===== src/rtl/serial_adder_if.sv =====
// Operand/result bundle for serial_adder.
// Optional feature macro: SERIAL_ADDER_OVF_EN adds the overflow flag V.
interface serial_adder_if #(
    parameter int unsigned WIDTH = 8
);
    logic             start;
    logic [WIDTH-1:0] A;
    logic [WIDTH-1:0] B;
    logic             Ci;
    logic             busy;
    logic             done;
    logic [WIDTH-1:0] Y;
    logic             Co;
`ifdef SERIAL_ADDER_OVF_EN
    logic             V;
`endif

`ifdef SERIAL_ADDER_OVF_EN
    modport master (output start, A, B, Ci, input busy, done, Y, Co, V);
    modport slave  (input start, A, B, Ci, output busy, done, Y, Co, V);
`else
    modport master (output start, A, B, Ci, input busy, done, Y, Co);
    modport slave  (input start, A, B, Ci, output busy, done, Y, Co);
`endif
endinterface


===== src/rtl/serial_adder.sv =====
// Multi-cycle adder: Y = A + B + Ci over WIDTH bits, DIGIT bits per clock.
// Optional feature macro: SERIAL_ADDER_OVF_EN adds a two's-complement overflow output V.
module serial_adder #(
    parameter int unsigned WIDTH = 8,
    parameter int unsigned DIGIT = 1
) (
    input  logic          clk,
    input  logic          reset,
    serial_adder_if.slave bus
);
    localparam int unsigned SLICES = WIDTH / DIGIT;
    localparam int unsigned CNT_W  = (SLICES > 1) ? $clog2(SLICES) : 1;
    localparam int unsigned SW     = DIGIT + 1;
    localparam logic [CNT_W-1:0] LAST = CNT_W'(SLICES - 1);

    typedef enum logic [1:0] {
        S_IDLE = 2'd0,
        S_RUN  = 2'd1,
        S_DONE = 2'd2
    } state_e;

    state_e           state_q, state_d;
    logic [WIDTH-1:0] a_q, a_d;
    logic [WIDTH-1:0] b_q, b_d;
    logic [WIDTH-1:0] y_q, y_d;
    logic             carry_q, carry_d;
    logic             co_q, co_d;
    logic             busy_q, busy_d;
    logic             done_q, done_d;
    logic [CNT_W-1:0] cnt_q, cnt_d;
    logic [DIGIT:0]   slice;
`ifdef SERIAL_ADDER_OVF_EN
    logic             v_q, v_d;
`endif

    // Current DIGIT-bit slice sum including the carry register.
    always_comb begin
        slice = SW'({1'b0, a_q[DIGIT-1:0]}) + SW'({1'b0, b_q[DIGIT-1:0]}) + SW'(carry_q);
    end

    // Next-state and datapath update.
    always_comb begin
        state_d = state_q;
        a_d     = a_q;
        b_d     = b_q;
        y_d     = y_q;
        carry_d = carry_q;
        co_d    = co_q;
        cnt_d   = cnt_q;
`ifdef SERIAL_ADDER_OVF_EN
        v_d     = v_q;
`endif
        unique case (state_q)
            S_IDLE: begin
                if (bus.start) begin
                    a_d     = bus.A;
                    b_d     = bus.B;
                    carry_d = bus.Ci;
                    cnt_d   = '0;
                    state_d = S_RUN;
                end
            end
            S_RUN: begin
                // Slice sum enters at the MSB end so the low slice ends up at bit 0.
                y_d     = (y_q >> DIGIT) | (WIDTH'(slice[DIGIT-1:0]) << (WIDTH - DIGIT));
                carry_d = slice[DIGIT];
                co_d    = slice[DIGIT];
                a_d     = a_q >> DIGIT;
                b_d     = b_q >> DIGIT;
                cnt_d   = cnt_q + CNT_W'(1);
`ifdef SERIAL_ADDER_OVF_EN
                // Carry into the slice MSB is a^b^s at that bit; the last slice's value sticks.
                v_d     = a_q[DIGIT-1] ^ b_q[DIGIT-1] ^ slice[DIGIT-1] ^ slice[DIGIT];
`endif
                if (cnt_q == LAST) begin
                    state_d = S_DONE;
                end
            end
            S_DONE: begin
                state_d = S_IDLE;
            end
            default: begin
                state_d = S_IDLE;
            end
        endcase
        busy_d = (state_d == S_RUN);
        done_d = (state_d == S_DONE);
    end

    // State and datapath registers with synchronous reset.
    always_ff @(posedge clk) begin
        if (reset) begin
            state_q <= S_IDLE;
            a_q     <= '0;
            b_q     <= '0;
            y_q     <= '0;
            carry_q <= 1'b0;
            co_q    <= 1'b0;
            cnt_q   <= '0;
            busy_q  <= 1'b0;
            done_q  <= 1'b0;
`ifdef SERIAL_ADDER_OVF_EN
            v_q     <= 1'b0;
`endif
        end else begin
            state_q <= state_d;
            a_q     <= a_d;
            b_q     <= b_d;
            y_q     <= y_d;
            carry_q <= carry_d;
            co_q    <= co_d;
            cnt_q   <= cnt_d;
            busy_q  <= busy_d;
            done_q  <= done_d;
`ifdef SERIAL_ADDER_OVF_EN
            v_q     <= v_d;
`endif
        end
    end

    assign bus.busy = busy_q;
    assign bus.done = done_q;
    assign bus.Y    = y_q;
    assign bus.Co   = co_q;
`ifdef SERIAL_ADDER_OVF_EN
    assign bus.V    = v_q;
`endif

endmodule

===== src/flat_wrapper.sv =====
// flat-port wrapper written by rule: the top's interface ports become plain ports
module serial_adder_flat 
#(
    parameter int unsigned WIDTH = 8,
    parameter int unsigned DIGIT = 1
)
  (clk, reset, bus_start, bus_A, bus_B, bus_Ci, bus_busy, bus_done, bus_Y, bus_Co);
  serial_adder_if #(.WIDTH(WIDTH)) bus_i ();
  input  logic clk;
  input  logic reset;
  input wire logic [$bits(bus_i.start)-1:0] bus_start;
  input wire logic [$bits(bus_i.A)-1:0] bus_A;
  input wire logic [$bits(bus_i.B)-1:0] bus_B;
  input wire logic [$bits(bus_i.Ci)-1:0] bus_Ci;
  output wire logic [$bits(bus_i.busy)-1:0] bus_busy;
  output wire logic [$bits(bus_i.done)-1:0] bus_done;
  output wire logic [$bits(bus_i.Y)-1:0] bus_Y;
  output wire logic [$bits(bus_i.Co)-1:0] bus_Co;
  assign bus_i.start = bus_start;
  assign bus_i.A = bus_A;
  assign bus_i.B = bus_B;
  assign bus_i.Ci = bus_Ci;
  assign bus_busy = bus_i.busy;
  assign bus_done = bus_i.done;
  assign bus_Y = bus_i.Y;
  assign bus_Co = bus_i.Co;
  serial_adder #(.WIDTH(WIDTH), .DIGIT(DIGIT)) u_core (.clk(clk), .reset(reset), .bus(bus_i));
endmodule

===== config.mk =====
export PLATFORM = sky130hd
export DESIGN_NAME = serial_adder_flat
export DESIGN_NICKNAME = d
export VERILOG_FILES = /design/src/rtl/serial_adder_if.sv /design/src/rtl/serial_adder.sv /design/src/flat_wrapper.sv
export SDC_FILE = /design/constraint.sdc
export NUM_CORES = 1
export LEC_CHECK = 0
export ABC_AREA = 1
export CORE_ASPECT_RATIO = 1.5
export CORE_MARGIN = 1.5
export CORE_UTILIZATION = 65
export CTS_CLUSTER_DIAMETER = 150
export CTS_CLUSTER_SIZE = 30
export DETAILED_ROUTE_END_ITERATION = 12
export DONT_BUFFER_PORTS = 1
export PLACE_DENSITY = 0.81
export SLEW_MARGIN = 20
export SYNTH_ARGS = -nofsm -noshare
export SYNTH_HDL_FRONTEND = slang
export SYNTH_SLANG_ARGS = --single-unit

===== constraint.sdc =====
create_clock -name clk -period 1.9 [get_ports clk]
set_input_delay 0.095 -clock clk [delete_from_list [all_inputs] [get_ports clk]]
set_output_delay 0.095 -clock clk [all_outputs]
set_load 0.05 [all_outputs]

==> results.md <==
- Status: complete, no violations
- Antenna violations before repair: 0
- Post-route cell area: 1667 um^2
- Syn avg cell area: 7.380 um^2
- Net Count, Synth: 220
- Fin crit share: 0.7582
- Req. time, crit path: 2.16 ns
- H-tree Lvls: 2
- Most numerous cell in the Yosys netlist: nand2_1
- I/O Buffers: 0
- Max Clk Rate: 694.2 MHz
- Vias: 1274
- Crit path depth: 4
- Synth area leader: dfxtp_1
- Library cells used by synthesis: 21
- Critical Path Fanout Max: 29
- Pleak: 0.7361 nW
- Final Core Density: 0.8024
- CP cell instances: nand2_4 -> inv_2 -> o21ai_0 -> a21oi_1
- Die ar.: 2535 um^2
- Hold WC Path Type: input pin to register
- Pwr Density: 956.9 nW/um^2
- CTS Sinks: 33
- Final Power: 1.595 mW
- Num rows: 20
- Slew HR: 0.6261
- P_sw: 445.8 uW
- Setup crit start kind: register
- Starting density of the core: 0.7000
- Worst path bufs/invs: 1
- Total of max-cap violations: 0
- DRT Pass-1 Iters: 4
- Worst skew pair latency: 0.34 ns
- CTS Hold Bufs: 17
- Worst Setup Path Type: register to register
- Clock transition at path regs: 0.10 ns
- Num ports: 31
- Root Driver: clkbuf_4
- WL per Instance: 12.13 um
- # setup viols final: 0
- # DRC: 0
- Seq pwr share: 0.526
- Worst Hold Depth: 4
- Dpl cell area: 1411 um^2
- Primary FF master, synth: dfxtp_1
- Worst Path Arrival: 1.70 ns
- Area share of the largest cell type after synthesis: 0.4544
- Pin count of the biggest net entering global routing: 30
- Setup TNS: 0 ns
- Endpoints failing hold: 0
- Unrepaired setup endpoints after global routing: no
- Nets@finish: 235
- CTS tree: built
- Via density: 5.421
- Number of diodes: 0
- Global Route Usage Sum: 0.2531
- Internal: 1.149 mW
- Worst path max stage delay: 0.60 ns
- Seq/Total Area, Yosys: 0.4544
- Syn Inst Count: 197
- Slew @ Worst Pin: 0.5602 ns
- Combinational share of power: 0.132
- Antenna-violating nets left: 0
- Num CTS Buffers: 5
- Part of the power in the clock network: 0.342
- Core ar.: 2077 um^2
- Minimum period implied by the final worst setup slack: 1.441 ns
- Post-synth EDFFs: 0
- Top post-synthesis cells by area: dfxtp_1 (45%), nand2_1 (10%), nor2_1 (8.3%)
- Postcts setup bufs: 0
- Placer Congestion: 0.7993
- Post-CTS resize count: 0
- Reg2reg setup slack: 0.46 ns
- Syn-to-layout area delta: 14.63%
- Asr flop ratio synth: 0
- First-pass GRT wire length: 4.767 mm
- Die H: 60.93 um
- Clock Skew: 0.01290 ns
- Crit path max-delay family: flip-flops
- Number of global-route vias before repair: 1136
- CP max stage cell: dfxtp_1
- GR Overflow Total: 0
- Peak supply drop: 1.180 mV
- Synthesized area: 1454 um^2
- Post-synthesis sequential element count: 33
- Net Sw Frac: 0.2795
- Iter 0 DRT Violations: 36
- Overall routed net length: 2.850 mm
- Die width: 41.62 um
- Clock Path Buffers: 2
- HPWL after DPL: 1.774 mm
- Fill count: 135
- Crit. End Element: register
- Synth warnings: 0
- Top post-synthesis cells by count: nand2_1 (40), dfxtp_1 (33), nor2_1 (32)
- Slew Limit Fails: 0
- Layout cells sized above 1: 0.07512
- Worst R2R Path Depth: 4
power groups by stage:
stage	Combinational (mW)	Clock [mW]	Sequential, mW
after floorplan	0.171	0	0.843
after global placement	0.169	0	0.853
after detailed placement	0.175	0	0.856
after CTS	0.209	0.558	0.839
after global routing	0.240	0.585	0.847
final	0.210	0.545	0.840
worst paths after layout:
kind	start	to
worst min-delay path	bus_Ci	u_core.carry_q$_SDFFE_PP0P_
worst max register to register	u_core.state_q[0]$_SDFF_PP0_	u_core.cnt_q[0]$_SDFFE_PP0P_
worst min register to register	u_core.a_q[7]$_SDFFE_PP0P_	u_core.a_q[7]$_SDFFE_PP0P_
worst max-delay path	u_core.state_q[0]$_SDFF_PP0_	u_core.cnt_q[0]$_SDFFE_PP0P_
cell type report:
type,count,area (um^2),share of cell area
flip-flops and latches,33,660.6,0.3964
multi-input cells,131,626.9,0.3761
repair buffers,18,177.7,0.1066
inverters,23,88.84,0.05330
clock buffers,7,55.05,0.03303
clock inverters,1,30.03,0.01802
well taps,22,27.53,0.01652
cells in the final DEF (no fill, tap or decap):
cell            n
inv_4           1
nor3_2          1
dlygate4sd3_1  17
nor2_1         32
nor3_1          8
inv_1          21
clkbuf_8        1
nand2_4         1
ha_1            2
o21ai_0         9
or2_2           2
nand2_1        40
o21ai_4         1
dfxtp_1        33
buf_4           1
a21oi_1        11
clkbuf_1        1
clkbuf_4        5
nand3_1        20
o21a_1          2
nor2_2          1
bufinv_16       1
fa_1            1
inv_2           1
registers in the layout, summed over array words and instances (netlist names):
register         cells
u_core.cnt_q         3
u_core.bus.Y         8
u_core.bus.done      1
u_core.bus.busy      1
u_core.b_q           8
u_core.carry_q       1
u_core.state_q       2
u_core.bus.Co        1
u_core.a_q           8
cells by family after synthesis:
kind of cell,count (synthesis),synth area share
AO/OA/AOI/OAI,23,0.09036
adder cells (fa/ha/maj),3,0.03098
buffers and inverters,33,0.1145
flip-flops,33,0.4544
AND/OR/NAND/NOR,105,0.3098
through the flow:
stage	hold WS (ns)	std cells	setup slack (ns)
2_1_floorplan	0.1641	197	0.8314
3_3_place_gp	0.1666	210	0.5514
3_5_place_dp	0.1683	210	0.5028
4_1_cts	0.03493	235	0.4752
5_1_grt	0.04901	235	0.3217
6_report	0.04876	235	0.4594
metal layers:
metal / wire length (um) / up-vias / part of all wire / track usage
met5: 0 / - / 0 / 0
met4: 62 / 0 / 0.022 / 0.1751
li1: - / 648 / - / -
met3: 177 / 8 / 0.062 / 0.1012
met1: 1181 / 571 / 0.41 / 0.2551
met2: 1427 / 47 / 0.50 / 0.4308
tightest hold or removal path, stage by stage:
cell,delay [ns]
nand3_1,0.08
nand2_1,0.06
nor2_1,0.08
nor2_1,0.04
Power figures use the tool's default switching activity.
